File: src/rtl/sc_io_pkg.sv
// Shared constants for the single-cycle computer's input port: key count,
// ip1 field layout and the I/O read addresses decoded by data memory.
package sc_io_pkg;

  localparam int KEY_W     = 4;
  localparam int PEND_LSB  = 0;
  localparam int LEVEL_LSB = 4;
  localparam int CNT_LSB   = 8;
  localparam int CNT_W_EV  = 8;

  localparam logic [31:0] IP0_ADDR = 32'h0000_00F0;
  localparam logic [31:0] IP1_ADDR = 32'h0000_00F4;

  // Number of keys that register a press on the same clock edge.
  function automatic logic [CNT_W_EV-1:0] count_events(input logic [KEY_W-1:0] ev);
    logic [CNT_W_EV-1:0] n;
    n = '0;
    for (int i = 0; i < KEY_W; i++) begin
      n = n + CNT_W_EV'(ev[i]);
    end
    return n;
  endfunction

endpackage

File: src/rtl/sc_io_debounce.sv
// One input bit: two-flop synchroniser, stability counter and accepted level.
// fall_o pulses on the edge where the accepted level goes 1 -> 0.
module sc_debounce #(
  parameter int   DB_CYCLES = 50000,
  parameter int   CNT_W     = 16,
  parameter logic RST_VAL   = 1'b0
) (
  input  logic clock,
  input  logic resetn,
  input  logic raw_i,
  output logic stable_o,
  output logic fall_o
);

  localparam logic [CNT_W-1:0] LAST = CNT_W'(DB_CYCLES - 1);

  logic             s1_q, s2_q;
  logic             stable_q, stable_d;
  logic [CNT_W-1:0] cnt_q, cnt_d;
  logic             accept;

  always_comb begin
    accept   = (s2_q != stable_q) && (cnt_q == LAST);
    stable_d = accept ? s2_q : stable_q;
    // Any return to the accepted level, or an accepted change, restarts the count.
    if ((s2_q == stable_q) || accept) begin
      cnt_d = '0;
    end else begin
      cnt_d = cnt_q + CNT_W'(1);
    end
  end

  always_ff @(posedge clock) begin
    if (!resetn) begin
      s1_q     <= RST_VAL;
      s2_q     <= RST_VAL;
      stable_q <= RST_VAL;
      cnt_q    <= '0;
    end else begin
      s1_q     <= raw_i;
      s2_q     <= s1_q;
      stable_q <= stable_d;
      cnt_q    <= cnt_d;
    end
  end

  assign stable_o = stable_q;
  assign fall_o   = resetn && accept && !s2_q;

endmodule

File: src/rtl/sc_io_inport.sv
// Memory-mapped input port: debounced switches on ip0, key levels plus
// sticky press flags and a wrapping press counter on ip1.
module sc_io_inport
  import sc_io_pkg::*;
#(
  parameter int SW_W      = 10,
  parameter int DB_CYCLES = 50000,
  parameter int CNT_W     = 16
) (
  input  logic             clock,
  input  logic             resetn,
  input  logic [SW_W-1:0]  sw,
  input  logic [KEY_W-1:0] key,
  input  logic             ip1_rd,
  output logic [31:0]      ip0,
  output logic [31:0]      ip1
);

  logic [SW_W-1:0]     sw_stable;
  logic [SW_W-1:0]     sw_fall_unused;
  logic [KEY_W-1:0]    key_stable;
  logic [KEY_W-1:0]    key_fall;
  logic [KEY_W-1:0]    pend_q, pend_d;
  logic [CNT_W_EV-1:0] press_cnt_q, press_cnt_d;

  for (genvar i = 0; i < SW_W; i++) begin : g_sw
    sc_debounce #(.DB_CYCLES(DB_CYCLES), .CNT_W(CNT_W), .RST_VAL(1'b0)) u_db (
      .clock   (clock),
      .resetn  (resetn),
      .raw_i   (sw[i]),
      .stable_o(sw_stable[i]),
      .fall_o  (sw_fall_unused[i])
    );
  end

  // Keys reset to released so a key held through reset still yields one press.
  for (genvar i = 0; i < KEY_W; i++) begin : g_key
    sc_debounce #(.DB_CYCLES(DB_CYCLES), .CNT_W(CNT_W), .RST_VAL(1'b1)) u_db (
      .clock   (clock),
      .resetn  (resetn),
      .raw_i   (key[i]),
      .stable_o(key_stable[i]),
      .fall_o  (key_fall[i])
    );
  end

  always_comb begin
    // A press on the read edge survives the clear.
    pend_d      = (ip1_rd ? '0 : pend_q) | key_fall;
    press_cnt_d = press_cnt_q + count_events(key_fall);
  end

  always_ff @(posedge clock) begin
    if (!resetn) begin
      pend_q      <= '0;
      press_cnt_q <= '0;
    end else begin
      pend_q      <= pend_d;
      press_cnt_q <= press_cnt_d;
    end
  end

  always_comb begin
    ip0                          = '0;
    ip0[SW_W-1:0]                = sw_stable;
    ip1                          = '0;
    ip1[PEND_LSB +: KEY_W]       = pend_q;
    ip1[LEVEL_LSB +: KEY_W]      = ~key_stable;
    ip1[CNT_LSB +: CNT_W_EV]     = press_cnt_q;
  end

endmodule

File: config.mk
export PLATFORM = sky130hd
export DESIGN_NAME = sc_io_inport
export DESIGN_NICKNAME = d
export VERILOG_FILES = /design/src/rtl/sc_io_pkg.sv /design/src/rtl/sc_io_debounce.sv /design/src/rtl/sc_io_inport.sv
export SDC_FILE = /design/constraint.sdc
export NUM_CORES = 1
export LEC_CHECK = 0
export CAP_MARGIN = 20
export CORE_UTILIZATION = 47
export DETAILED_ROUTE_END_ITERATION = 12
export DONT_BUFFER_PORTS = 1
export PLACE_DENSITY_LB_ADDON = 0.12
export SLEW_MARGIN = 20
export SYNTH_ARGS = -nofsm -noshare
export SYNTH_HDL_FRONTEND = slang
export SYNTH_SLANG_ARGS = --single-unit
File: constraint.sdc
create_clock -name clock -period 10.04 [get_ports clock]
set_input_delay 2.51 -clock clock [delete_from_list [all_inputs] [get_ports clock]]
set_output_delay 2.51 -clock clock [all_outputs]
set_load 0.01 [all_outputs]
# Word-level counts from Yosys, hierarchy flattened
# Cells that the tools add are included.
# word_totals
out_inout_bits	64
input_bits	17
word_cells	176
register_bits	278
# op_classes
n_eq_ne	42
n_bitwise	3
n_reduce_logical	54
n_addsub	18
n_mux	1
# op_table
cell	n
16-bit by 1-bit adder with 16-bit output (second input constant)	14
16-bit equality test (second input constant)	14
2-bit OR reduction	14
1-bit logical AND	22
1-bit equality test	14
1-bit logical OR	14
1-bit inequality test	14
8-bit by 4-bit adder with 8-bit output	1
3-bit by 1-bit adder with 4-bit output	1
1-bit zero test	4
4-bit two-way mux	1
4-bit NOT	1
4-bit bitwise OR	1
2-bit by 1-bit adder with 3-bit output	1
1-bit by 1-bit adder with 2-bit output	1
1-bit NOT	1

# Depth between registers and ports, before layout
# logic_depth
ltp_word	8
ltp_mapped	12

# Modules after synthesis
# From an unflattened synthesis, not the netlist that was laid out.
# unflattened
cells_unflattened	1359
hier_area_um2	13490.4
# modules_own_cells
mod	cells_each	instances	area_each_um2	seq_area_each_um2
sc_debounce (g_sw[0].u_db ...)	89	10	925.9	380.4
sc_debounce (g_key[0].u_db ...)	94	4	848.3	380.4
sc_io_inport	93	1	838.3	240.2

# Worst setup path before layout
# Ideal clock, no wire load.
# synth_path
path_type	input port to flip-flop
from	input port resetn
to	register press_cnt_q[4]
path_stages	11
path_slack_ns	4.654
setup_time_ns	0.128
required_ns	9.912
arrival_ns	5.258
path_cell_list	clkbuf_1 -> clkbuf_1 -> nand2_1 -> or3_1 -> fa_1 -> inv_1 -> fa_1 -> fa_1 -> nand3_1 -> xor2_1 -> nor2_1
# synth_via
elab_chain_cells	6
# synth_rtl
item	line_no	source
start, declared	sc_io_inport.sv:11	input logic resetn,
1-bit logical AND (2 in a row)	sc_io_debounce.sv:48	assign fall_o = resetn && accept && !s2_q;
1-bit by 1-bit adder with 2-bit output	sc_io_pkg.sv:19	n = n + CNT_W_EV'(ev[i]);
2-bit by 1-bit adder with 3-bit output	sc_io_pkg.sv:19	
3-bit by 1-bit adder with 4-bit output	sc_io_pkg.sv:19	
8-bit by 4-bit adder with 8-bit output	sc_io_inport.sv:50	press_cnt_d = press_cnt_q + count_events(key_fall);
end signal, assigned	sc_io_inport.sv:59	press_cnt_q <= press_cnt_d;
end, declared	sc_io_inport.sv:24	logic [CNT_W_EV-1:0] press_cnt_q, press_cnt_d;
# Several ways; a longest one is shown, not always the timed one.
# A chain may end at the register's enable or synchronous reset.

# Worst setup path after layout
# Same ends and word-level chain as after synthesis.

==> impl_metrics.yaml <==
timing:
  max_freq_ghz: 0.1965
  fin_crit_sh_pct: 50.69
  finalHoldViolations: 0
  finalSetupViolations: 0
  slew_viol_final: 0
  relSlewSlack_pct: 56.38
  setup_tns_ns: 0
  rsz0062_at_grt: "no"
  fin_worst_skew_ns: 0.01721
  worst_pin_slew_ns: 0.6502
  fin_crit_ns: 5.090
  timing.final.ws_setup_ns: 4.950
yosys:
  synth_enable_flop_cells: 0
  syn_inst: 1362
  syn_avg_cell_area_um2: 8.935
  yosys.area.top_type: "dfxtp_1"
  synth.distinct_cells: 46
  synth-seq-area-share_pct: 45.73
  yosys_register_bits: 278
  synth.area.top_cells: "dfxtp_1 46%, xnor2_1 10%, nor2_1 7.9%"
  synth_area_um2: 12170
  ys_warn_count: 0
  async_reset_ff_share_pct: 0
  yosysTopAreaCellShare_pct: 45.73
  ys.flop_type: "dfxtp_1"
global_route:
  antenna_found_initial: 0
  grt_pass1_vias: 7899
  grt_usage_pct: 16.51
  grt-ovfl-total: 0
  grt_use_met3_pct: 3.743
  grt_max_degree: 63
  met1_usage_pct: 22.16
  grt_first_pass_wirelength_um: 36960
  met2_usage_pct: 26.31
  busiest_layer: "met2"
worst_setup_path:
  path_class: "input port to register"
  slowest_delay_ns: 0.71
  cp.arrival_ns: 5.50
  start_kind: "input port"
  crit_family: "adder cells"
  cp_common_cell: "fa_1"
  worst_ep_required_time_ns: 10.45
  crit_path_end_kind: "register"
  cp_slowest_cell: "or4_1"
  cp_max_fo: 62
  cp_cell_sequence: "clkinv_1 > or4_1 > fa_1 > inv_1 > fa_1 > fa_1 > nand3_1 > xor2_1 > nor2_1"
  crit_buf_inv: 2
finish:
  final_layout_size_suffix_gt1_share_pct: 4.370
  insertedDiodeCount: 0
  fin_nets: 1385
  mostFrequentLayoutCells: "278 x dfxtp_1, 255 x nor2_1, 144 x xnor2_1"
  final_cells: 1703
  final_common_cell: "dfxtp_1"
  syn2layout_area_growth_pct: 9.367
floorplanning:
  num_io_pins: 81
  die_w_um: 162.9
  die_area_um2: 26540
  start_util_pct: 48.19
  die_h_um: 162.9
  core.rowCount: 58
  core_area_um2: 25250
route:
  dr.first_iter.drc_count: 397
  finalWirelength_um: 21620
  vias: 8658
  avgRoutedWirePerCell_um: 12.70
  first_pass_iters: 4
  ant_nets: 0
  vias_per_cell: 5.084
  drc: 0
placement:
  dp_hpwl_um: 14480
  dp.cells: 1648
  place.gp.congestion: 0.7808
  io_buffers: 0
  dp_slack_ns: 4.313
power:
  power_per_cell_area_nw_per_um2: 174.1
  power_uw: 2318
  power_frac_clock_pct: 50.9
  share_comb_of_total_power_pct: 1.0
  swShare_pct: 19.62
  intPower_uw: 1863
  power.leakage_uw: 0.004273
  switchingPower_uw: 454.7
  p_seq_share_pct: 48.1
  ir_drop_uv: 137.5
hold_path:
  min_path_type: "register to register"
clock_tree:
  cts-hold-fix-buffers: 0
  cts_resized: 0
  cts_num_sinks: 278
  clockBufferDepth: 3
  clkTransAtPathRegs_ns: 0.06
  cts-root-buf: "clkbuf_16"
  cts_setup_buffers: 0
  cts_buffers: 30
  tritoncts: "yes"
  clock_latency_ns: 0.54
  htree_levels: 1
outcome:
  status: "finished, final reports clean"
run:
  drv_cap: 0
## power groups by stage
stage	sequential (uW)	clock, uW	combinational, uW
floorplan	1140	0	34.1
global placement	1140	0	23.2
detailed placement	1140	0	23.2
CTS	1110	1220	23.3
global route	1110	1260	26.5
finish	1110	1180	22.9
## cell usage after synthesis, types with 3 or more instances
| cell type | instances |
|---|---|
| nor4b_1 | 10 |
| nor2_1 | 255 |
| xor2_1 | 64 |
| nand2_1 | 49 |
| nand4_1 | 66 |
| a21oi_1 | 9 |
| nand4b_1 | 7 |
| nand2b_1 | 9 |
| mux2i_1 | 12 |
| or4_1 | 11 |
| clkbuf_1 | 29 |
| inv_1 | 57 |
| nor4_1 | 55 |
| dfxtp_1 | 278 |
| and3_1 | 20 |
| nand3_1 | 81 |
| and4_1 | 6 |
| nor2b_1 | 3 |
| nor3_1 | 46 |
| ha_1 | 15 |
| o21ai_0 | 3 |
| o31ai_1 | 6 |
| fa_1 | 3 |
| or3_1 | 5 |
| and2_1 | 24 |
| o21a_1 | 5 |
| xnor2_1 | 144 |
| buf_4 | 50 |
| and4b_1 | 4 |
| nor4bb_1 | 16 |
## metal layers
layer  part of all wire [%]  vias to the layer above
li1                       -                     4548
met2                     44                      124
met4                    2.3                        0
met1                     49                     3949
met3                    4.7                       37
met5                      0                        -
## worst paths after layout
| kind | startpoint | endpoint | slack, ns | cells past startpoint |
|---|---|---|---|---|
| worst min-delay path | g_key[2].u_db.s1_q | g_key[2].u_db.s2_q | 0.40 | 1 |
| worst min register to register | g_key[2].u_db.s1_q | g_key[2].u_db.s2_q | 0.40 | 1 |
| worst max-delay path | resetn | press_cnt_q[4] | 4.95 | 9 |
| worst max register to register | g_key[2].u_db.cnt_q[0] | press_cnt_q[4] | 6.50 | 12 |
## final cells by class
class,count,area [um2]
Fill cell,2339,11950
Multi-Input combinational cell,981,6021
Sequential cell,278,5565
Clock buffer,40,849.6
Tap cell,330,412.9
Clock inverter,15,235.2
Inverter,58,217.7
Timing Repair Buffer,1,7.507
## state kept, by name, summed over array words and instances, names as in the netlist
register	count
g_sw.u_db.s2_q	10
g_sw.u_db.s1_q	10
g_key.u_db.s1_q	4
g_key.u_db.cnt_q	64
g_key.u_db.s2_q	4
g_sw.u_db.stable_o	10
g_key.u_db.stable_o	4
g_sw.u_db.cnt_q	160
pend_q	4
press_cnt_q	8
## kinds of logic (layout without fill, tap and decap cells)
group           after synthesis  count (layout)  share of synthesized area (%)
other cells                   1              38                        0.03082
simple gates                678             678                          28.78
mux                          12              12                         0.9871
flops                       278             278                          45.73
compound gates               27              27                          1.532
buf+inv                     140             114                          5.932
xor+xnor                    208             208                          14.97
fa+ha+maj                    18              18                          2.036
## through the flow
stage	util (%)	hold WS, ns	instance area (um2)
3_5_place_dp	48.40	0.3914	12220
5_1_grt	52.70	0.4299	13310
2_1_floorplan	-	0.3863	12310
6_report	52.70	0.4037	13310
3_3_place_gp	48.40	0.3890	12220
4_1_cts	52.70	0.4061	13310
No activity file was read; power rests on OpenSTA's default activity.
